## src/rtl/uart_pkg.sv

```systemverilog
// uart_pkg: definitions shared by the monitor UART TX and RX blocks.
//   tx_state_e  - 3-bit TX sequencer state encoding
//   DataBits    - number of data bits per frame
//   TmTerminal  - baud timer terminal count (227 clk per bit)
//   calc_parity - parity of a data byte with selectable sense
package uart_pkg;

    typedef enum logic [2:0] {
        StIdle   = 3'd0,
        StStart  = 3'd1,
        StData   = 3'd2,
        StParity = 3'd3,
        StStop   = 3'd4
    } tx_state_e;

    localparam int unsigned DataBits   = 8;
    localparam logic [7:0]  TmTerminal = 8'hE2;

    // odd = 1 inverts the sense so that the data bits plus parity hold an odd count of ones
    function automatic logic calc_parity(input logic [7:0] data, input logic odd);
        return (^data) ^ odd;
    endfunction

endpackage

```

## src/rtl/uart_tx_shift.sv

```systemverilog
// uart_tx_shift: data path of the UART transmitter.
//   clk, rst_x      - clock, asynchronous active-low reset
//   load, load_data - capture a new byte, clear the bit counter, latch its parity
//   shift           - shift right by one and advance the bit counter
//   cur_bit         - bit currently at the LSB (first data bit after a load)
//   next_bit        - bit that becomes the LSB after the next shift
//   last_bit        - bit counter is on the final data bit
//   parity          - parity of the loaded byte
module uart_tx_shift
    import uart_pkg::*;
#(
    parameter bit PARITY_ODD = 1'b0
) (
    input  logic       clk,
    input  logic       rst_x,
    input  logic       load,
    input  logic       shift,
    input  logic [7:0] load_data,
    output logic       cur_bit,
    output logic       next_bit,
    output logic       last_bit,
    output logic       parity
);

    localparam logic [2:0] LastCnt = 3'(DataBits - 1);

    logic [7:0] shift_q;
    logic [2:0] cnt_q;
    logic       parity_q;

    always_ff @(posedge clk or negedge rst_x) begin
        if (!rst_x) begin
            shift_q  <= '0;
            cnt_q    <= '0;
            parity_q <= 1'b0;
        end else if (load) begin
            shift_q  <= load_data;
            cnt_q    <= '0;
            parity_q <= calc_parity(load_data, PARITY_ODD);
        end else if (shift) begin
            shift_q  <= {1'b0, shift_q[7:1]};
            cnt_q    <= cnt_q + 3'd1;
        end
    end

    assign cur_bit  = shift_q[0];
    assign next_bit = shift_q[1];
    assign last_bit = (cnt_q == LastCnt);
    assign parity   = parity_q;

endmodule

```

## src/rtl/uart_tx_ctrl.sv

```systemverilog
// uart_tx_ctrl: UART transmit sequencer with a one-entry holding register.
//   clk, rst_x  - clock, asynchronous active-low reset
//   tx_wr       - one-cycle write strobe, tx_data sampled with it
//   tx_full     - holding register occupied
//   tx_busy     - frame in progress
//   tx_err      - one-cycle pulse after a write that hit a full holding register
//   uart_tm_en  - enable for the shared baud timer (registered)
//   uart_tm_ov  - baud timer overflow strobe, one per bit period
//   txd         - serial output, idle high (registered)
module uart_tx_ctrl
    import uart_pkg::*;
#(
    parameter bit          PARITY_EN  = 1'b0,
    parameter bit          PARITY_ODD = 1'b0,
    parameter int unsigned STOP_BITS  = 1
) (
    input  logic       clk,
    input  logic       rst_x,
    input  logic       tx_wr,
    input  logic [7:0] tx_data,
    output logic       tx_full,
    output logic       tx_busy,
    output logic       tx_err,
    output logic       uart_tm_en,
    input  logic       uart_tm_ov,
    output logic       txd
);

    localparam logic StopLast = 1'(STOP_BITS - 1);

    tx_state_e  state_q;
    logic       txd_q;
    logic       tm_en_q;
    logic       busy_q;
    logic       stop_cnt_q;

    logic [7:0] hold_q;
    logic       full_q;
    logic       err_q;

    logic       final_stop;
    logic       load;
    logic       shift;
    logic       cur_bit;
    logic       next_bit;
    logic       last_bit;
    logic       parity;

    always_comb begin
        final_stop = (state_q == StStop) && uart_tm_ov && (stop_cnt_q == StopLast);
        load       = full_q && ((state_q == StIdle) || final_stop);
        shift      = (state_q == StData) && uart_tm_ov && !last_bit;
    end

    // A write that finds the register full is dropped even if the register drains on the
    // same edge; the producer must see tx_full low before writing again.
    always_ff @(posedge clk or negedge rst_x) begin
        if (!rst_x) begin
            hold_q <= '0;
            full_q <= 1'b0;
            err_q  <= 1'b0;
        end else begin
            err_q <= tx_wr && full_q;
            if (load) begin
                full_q <= 1'b0;
            end else if (tx_wr && !full_q) begin
                full_q <= 1'b1;
                hold_q <= tx_data;
            end
        end
    end

    uart_tx_shift #(
        .PARITY_ODD (PARITY_ODD)
    ) u_shift (
        .clk       (clk),
        .rst_x     (rst_x),
        .load      (load),
        .shift     (shift),
        .load_data (hold_q),
        .cur_bit   (cur_bit),
        .next_bit  (next_bit),
        .last_bit  (last_bit),
        .parity    (parity)
    );

    // Timer enable stays high from the start bit of one frame through the stop bit of the
    // last queued frame so the bit phase never restarts mid-stream.
    always_ff @(posedge clk or negedge rst_x) begin
        if (!rst_x) begin
            state_q    <= StIdle;
            txd_q      <= 1'b1;
            tm_en_q    <= 1'b0;
            busy_q     <= 1'b0;
            stop_cnt_q <= 1'b0;
        end else begin
            unique case (state_q)
                StIdle: begin
                    if (full_q) begin
                        state_q <= StStart;
                        txd_q   <= 1'b0;
                        tm_en_q <= 1'b1;
                        busy_q  <= 1'b1;
                    end
                end
                StStart: begin
                    if (uart_tm_ov) begin
                        state_q <= StData;
                        txd_q   <= cur_bit;
                    end
                end
                StData: begin
                    if (uart_tm_ov) begin
                        if (!last_bit) begin
                            txd_q <= next_bit;
                        end else if (PARITY_EN) begin
                            state_q <= StParity;
                            txd_q   <= parity;
                        end else begin
                            state_q    <= StStop;
                            txd_q      <= 1'b1;
                            stop_cnt_q <= 1'b0;
                        end
                    end
                end
                StParity: begin
                    if (uart_tm_ov) begin
                        state_q    <= StStop;
                        txd_q      <= 1'b1;
                        stop_cnt_q <= 1'b0;
                    end
                end
                StStop: begin
                    if (uart_tm_ov) begin
                        if (stop_cnt_q != StopLast) begin
                            stop_cnt_q <= stop_cnt_q + 1'b1;
                        end else if (full_q) begin
                            state_q <= StStart;
                            txd_q   <= 1'b0;
                        end else begin
                            state_q <= StIdle;
                            txd_q   <= 1'b1;
                            tm_en_q <= 1'b0;
                            busy_q  <= 1'b0;
                        end
                    end
                end
                default: begin
                    state_q <= StIdle;
                    txd_q   <= 1'b1;
                    tm_en_q <= 1'b0;
                    busy_q  <= 1'b0;
                end
            endcase
        end
    end

    assign tx_full    = full_q;
    assign tx_busy    = busy_q;
    assign tx_err     = err_q;
    assign uart_tm_en = tm_en_q;
    assign txd        = txd_q;

endmodule

```

## config.mk

```make
export PLATFORM = sky130hd
export DESIGN_NAME = uart_tx_ctrl
export DESIGN_NICKNAME = d
export VERILOG_FILES = /design/src/rtl/uart_pkg.sv /design/src/rtl/uart_tx_shift.sv /design/src/rtl/uart_tx_ctrl.sv
export SDC_FILE = /design/constraint.sdc
export NUM_CORES = 1
export LEC_CHECK = 0
export ABC_AREA = 1
export ABC_CLOCK_PERIOD_IN_PS = 1250
export CORE_MARGIN = 1
export CORE_UTILIZATION = 48
export DETAILED_ROUTE_END_ITERATION = 8
export PLACE_DENSITY = 0.74
export RECOVER_POWER = 50
export SYNTH_ARGS = -nofsm -noshare
export SYNTH_HDL_FRONTEND = slang
export SYNTH_SLANG_ARGS = --single-unit
```

## constraint.sdc

```tcl
create_clock -name clk -period 1.25 [get_ports clk]
set_input_delay 0.25 -clock clk [delete_from_list [all_inputs] [get_ports clk]]
set_output_delay 0.25 -clock clk [all_outputs]
set_load 0.005 [all_outputs]
```

# Word-level counts from Yosys, hierarchy flattened
# Cells that the tools add are included.
[op_classes] n_addsub=2 multipliers=0 n_div=0 n_lt_le_gt_ge=0 eq_ne=13 n_shift=0 n_mux=35 n_bitwise=3 n_reduce_logical=20
[ops] op="two-way mux 3 bit" n=9
[ops] op="two-way mux 1 bit" n=20
[ops] op="two-way mux 8 bit" n=2
[ops] op="!= test 2 bit, second input constant" n=8
[ops] op="one-hot mux 3 bit (5 select lines)" n=1
[ops] op="AND reduction 5 bit" n=2
[ops] op="logical AND 1 bit" n=7
[ops] op="AND reduction 7 bit" n=1
[ops] op="equality test 3 x 2 -> 1 bit, second input constant" n=2
[ops] op="equality test 3 bit, second input constant" n=2
[ops] op="one-hot mux 1 bit (3 select lines)" n=2
[ops] op="AND reduction 6 bit" n=1
[ops] op="one-hot mux 1 bit (5 select lines)" n=1
[ops] op="nonzero test 2 bit" n=2
[ops] op="adder 3 x 1 -> 3 bit, second input constant" n=1
[ops] op="equality test 3 x 1 -> 1 bit, second input constant" n=1
[ops] op="zero test 3 bit" n=1
[ops] op="NOT 1 bit" n=3
[ops] op="nonzero test 3 bit" n=1
[ops] op="OR reduction 3 bit" n=1
[ops] op="zero test 1 bit" n=2
[ops] op="AND reduction 2 bit" n=1
[ops] op="adder 1 bit, second input constant" n=1
[ops] op="logical OR 1 bit" n=1
[totals] ff_bits=27 latchBits=0 mem_bits_rw=0 mem_bits_ro=0 inputBits=12 memories=0

# Longest topological paths before layout
[depth] depth_word=7 depth_mapped=8 mapped_depth_nobuf=7

# Modules after synthesis
# A second synthesis with hierarchy kept.
[hier_totals] hier_cells=169 hier_area_um2=1438.9
[modules_own_cells] mod="uart_tx_ctrl" instances=1 cells_each=79 area_per_inst_um2=729.4
[modules_own_cells] mod="uart_tx_shift" instances=1 cells_each=90 area_per_inst_um2=709.4

# Least setup slack after synthesis
# No wires, ideal clock.
[synth_path] path_type="register to register" start="reg u_shift.cnt_q[0]" end="reg txd_q, in the netlist txd" arrival_ns=1.220 required_ns=1.171 path_slack_ns=-0.049 path_stages_with_launch=8 cell_sequence="dfrtp_1 -> ha_1 -> ha_1 -> or2_2 -> nand2_1 -> nand3_1 -> nand2_1 -> nand2_1"
[synth_via] elab_chain_cells=4
[synth_lines] item="start, declared" line="uart_tx_shift.sv:28" rtl="logic [2:0] cnt_q;"
[synth_lines] item="start signal, assigned" line="uart_tx_shift.sv:42" rtl="cnt_q <= cnt_q + 3'd1;"
[synth_lines] item="equality test 3 bit" line="uart_tx_shift.sv:48" rtl="assign last_bit = (cnt_q == LastCnt);"
[synth_lines] item="two-way mux 1 bit" line="uart_tx_ctrl.sv:114" rtl="if (!last_bit) begin"
[synth_lines] item="two-way mux 1 bit" line="uart_tx_ctrl.sv:113" rtl="if (uart_tm_ov) begin"
[synth_lines] item="one-hot mux 1 bit (5 select lines)" line="uart_tx_ctrl.sv:97" rtl="unique case (state_q)"
[synth_lines] item="end signal, assigned" line="uart_tx_ctrl.sv:109" rtl="txd_q <= cur_bit;"
[synth_lines] item="end signal, assigned" line="uart_tx_ctrl.sv:115" rtl="txd_q <= next_bit;"
[synth_lines] item="end signal, assigned" line="uart_tx_ctrl.sv:118" rtl="txd_q <= parity;"
[synth_lines] item="end, declared" line="uart_tx_ctrl.sv:32" rtl="logic txd_q;"
# Every way passes these cells. The select of a mux whose other input is x is not followed.
# A chain may end at the register's enable or synchronous reset.

# Worst setup path after layout
[layout_path] start="reg state_q[1]" end="reg u_shift.shift_q[4]"
[layout_via] elab_chain_cells=6
[layout_lines] item="start, declared" line="uart_tx_ctrl.sv:31" rtl="tx_state_e state_q;"
[layout_lines] item="start signal, assigned" line="uart_tx_ctrl.sv:91" rtl="state_q <= StIdle;"
[layout_lines] item="start signal, assigned" line="uart_tx_ctrl.sv:100" rtl="state_q <= StStart;"
[layout_lines] item="start signal, assigned" line="uart_tx_ctrl.sv:108" rtl="state_q <= StData;"
[layout_lines] item="equality test 3 bit" line="uart_tx_ctrl.sv:50" rtl="final_stop = (state_q == StStop) && uart_tm_ov && (stop_cnt_q == StopLast);"
[layout_lines] item="logical AND 1 bit (2 in series)" line="uart_tx_ctrl.sv:50"
[layout_lines] item="logical OR 1 bit" line="uart_tx_ctrl.sv:51" rtl="load = full_q && ((state_q == StIdle) || final_stop);"
[layout_lines] item="logical AND 1 bit" line="uart_tx_ctrl.sv:51"
[layout_lines] item="two-way mux 8 bit or nonzero test 2 bit (tied branches)"
[layout_lines] item="end signal, assigned" line="uart_tx_shift.sv:37" rtl="shift_q <= load_data;"
[layout_lines] item="end signal, assigned" line="uart_tx_shift.sv:41" rtl="shift_q <= {1'b0, shift_q[7:1]};"
[layout_lines] item="end, declared" line="uart_tx_shift.sv:27" rtl="logic [7:0] shift_q;"
# Parallel ways exist; a longest one is shown, timed or not.

==> run_results.csv <==
group,metric,value,unit
power_and_ir_drop,total_power,4.613,mW
power_and_ir_drop,leakage,0.9300,nW
placed_design,place.gp.congestion,0.8243,
power_and_ir_drop,p_sw_share,41.19,%
sta,fmax,0.7393,GHz
worst_setup_path,critPathLaunch,"state_q[1]",
sta,clock_skew,0.01278,ns
synthesis,ys_types,20,
final_layout,fin_cells,215,
sta,maxSlewHeadroom,63.43,%
sta,holdWs,0.3809,ns
synthesis,synth_seq_cells,26,
global_route,grt_overflow,0,
clocking,cts_buffers,3,
final_layout,utilization,74.65,%
power_and_ir_drop,power_density,2450,mW/mm2
worst_setup_path,start_kind,"flip-flop",
placed_design,port_buffers,16,
sta,drv_slew,0,
worst_setup_path,cp_slowest_stage_delay,0.48,ns
clocking,clock_path_buffers,2,
placed_design,dp_hpwl,1926,um
global_route,track_usage,22.67,%
final_layout,area_delta_synth_final,45.41,%
clocking,cts_hold_buf,0,
worst_setup_path,r2r_start,"state_q[1]",
final_layout,drive_gt1_share,43.78,%
clocking,clkLatencyLatePin,0.34,ns
floorplanning,row_count,18,
global_route,grt_first_pass_wirelength,4643,um
drt,wl_per_cell,14.17,um
min_path,hp-class,"input pin to async pin",
sta,fin_crit_sh,108.2,%
drt,dr.first_iter.drc_count,19,
sta,setup_viol_count_final,14,
power_and_ir_drop,internal_power,2.713,mW
synthesis,synth_warnings,0,
synthesis,syn_nets,158,
power_and_ir_drop,p_sw,1.900,mW
sta,timing.final.crit_period,1.353,ns
sta,rsz0062_at_grt,"yes",
sta,hold_violations,0,
drt,dr.pass1.iters,4,
synthesis,yosysSeqAreaShare,50.34,%
worst_setup_path,crit_arrival,1.59,ns
worst_setup_path,crit_type,"flip-flop to flip-flop",
floorplanning,core_area,0.002522,mm2
clocking,clkTransAtPathRegs,0.15,ns
global_route,antenna_found_initial,0,
drt,antenna_left,0,
worst_setup_path,crit_slowest_cell,"dfrtp_2",
floorplanning,initial_utilization,51.34,%
synthesis,syn_area_per_cell,8.993,um2
power_and_ir_drop,pwr-share-comb,59.1,%
synthesis,netlist_area,0.001295,mm2
global_route,grt_pass1_vias,1034,
drt,wl,3046,um
worst_setup_path,end_kind,"flip-flop",
drt,drc_errors,0,
power_and_ir_drop,clkPwrFrac,8.4,%
drt,vias_per_cell,5.205,
worst_setup_path,critical_path_required,1.49,ns
clocking,root_buffer,"clkbuf_4",
sta,fin_setup_tns,-0.8753,ns
power_and_ir_drop,peakVddDrop,0.001560,V
status,status,"complete, but fails checks",
sta,worstMarginPinSlew,0.5486,ns
flow_run,drv_cap,0,
sta,fin_ws,-0.1027,ns
final_layout,antenna_cells,0,
placed_design,post-place-cells,200,
clocking,cts_tree,"yes",
power_and_ir_drop,seqPwrFrac,32.5,%
status,violations,"negative setup slack",
global_route,grt_max_degree,19,
worst_setup_path,reg2reg_slack,-0.10,ns
floorplanning,die_h,53.94,um
worst_setup_path,crit_chain,"nor2_4 > nand3_4 > buf_12 > nand2_2 > nand2_1 > nand2_1 > nand2_1",
floorplanning,dieWidth,53.94,um
floorplanning,io_pins,17,
worst_setup_path,cp_common_cell,"nand2_1",
final_layout,nNetsFinal,200,
synthesis,syn_inst,144,
drt,num_vias,1119,
clocking,h-tree-depth,1,
worst_setup_path,critPathMaxFanout,5,
clocking,cts_sinks,26,
floorplanning,die-area,0.002910,mm2
==> final cells by class <==
cell class                 count  area (um2)
timing repair buffer          41       399.1
sequential                    26       655.6
fill                         188       639.4
tap                           30       37.54
clock buffer                   4       26.28
inverter                      10       40.04
multi-input combinational    104       724.4
==> state kept, by name, summed over array words and instances (netlist names) <==
register and count:
hold_q 8, state_q 3, tx_busy 1, tx_err 1, tx_full 1, txd 1
u_shift.cnt_q 3, u_shift.shift_q 8
==> per-stage QoR <==
| step | cell area (um2) | setup WS [ns] |
|---|---|---|
| floorplan | 1300 | 0.002981 |
| global placement | 1584 | -0.2962 |
| detailed placement | 1584 | -0.3121 |
| CTS | 1714 | -0.09213 |
| global route | 1883 | -0.1593 |
| finish | 1883 | -0.1027 |
==> cell usage after synthesis <==
cell type,instances,area share (%)
buf_2,1,0.39
buf_4,3,1.7
buf_6,1,0.87
dfrtp_1,25,48
dfstp_2,1,2.0
ha_1,2,1.9
inv_1,8,2.3
inv_2,2,0.58
mux2_2,8,7.0
nand2_1,49,14
nand2_2,3,1.4
nand3_1,18,7.0
nand3_2,3,2.3
nand3b_1,1,0.58
nor2_1,3,0.87
nor2_2,3,1.4
nor2_4,4,3.5
nor3_1,1,0.39
o21ai_0,7,2.7
or2_2,1,0.48
==> what timing repair did <==
item | CTS | global route
resized for setup | 28 | 33
gates cloned | 1 | 2
endpoints found under the setup margin | 19 | 27
buffers inserted | 6 | 2
endpoints found under the hold margin | 0 | 0
pin swaps | 20 | 25
==> cell families (layout without fill, tap and decap cells) <==
logic type      count (synthesis)  after routing  synth area share, %
mux                             8              8                6.957
simple gates                   86             87                32.17
buf+inv                        15             55                5.893
compound gates                  7              7                2.705
flops                          26             26                50.34
fa+ha+maj                       2              2                1.932
==> worst paths after layout <==
path / to / depth (start not counted)
worst min register to register: txd / 2
worst max-delay path: u_shift.shift_q[4] / 7
max in group asynchronous: state_q[0] / 2
min in group clk: txd / 2
worst max register to register: u_shift.shift_q[4] / 7
worst min-delay path: tx_err / 2
==> worst max-delay path, delay by kind of cell, from the launching register on <==
kind                   cells  cell delay [ns]
buffers and inverters      1             0.18
AND/OR/NAND/NOR            6             0.58
flip-flops                 1             0.48
==> layer usage <==
metal	track usage, %	part of all wire, %	wire length (um)	vias up
met2	38.27	52	1581	33
met1	29.82	43	1305	529
met5	0	0	0	-
met4	6.579	1.0	31	0
met3	3.390	4.2	127	5
li1	-	-	-	552
==> placed cells by master (no fill, tap or decap), drive strengths merged, types with 2 or more instances in the layout <==
cell and n:
buf 23, clkbuf 8, clkdlybuf4s15 2, clkdlybuf4s50 10, dfrtp 25, ha 2, inv 10, mux2 8
nand2 52, nand3 22, nor2 10, o21ai 7
==> power groups by stage <==
stage | sequential (mW) | combinational [mW] | clock (mW)
floorplan | 1.42 | 1.24 | 0
global placement | 1.48 | 1.72 | 0
detailed placement | 1.50 | 1.81 | 0
CTS | 1.45 | 2.07 | 0.381
global route | 1.55 | 2.98 | 0.418
finish | 1.50 | 2.72 | 0.388
(Power assumes the default switching activity.)
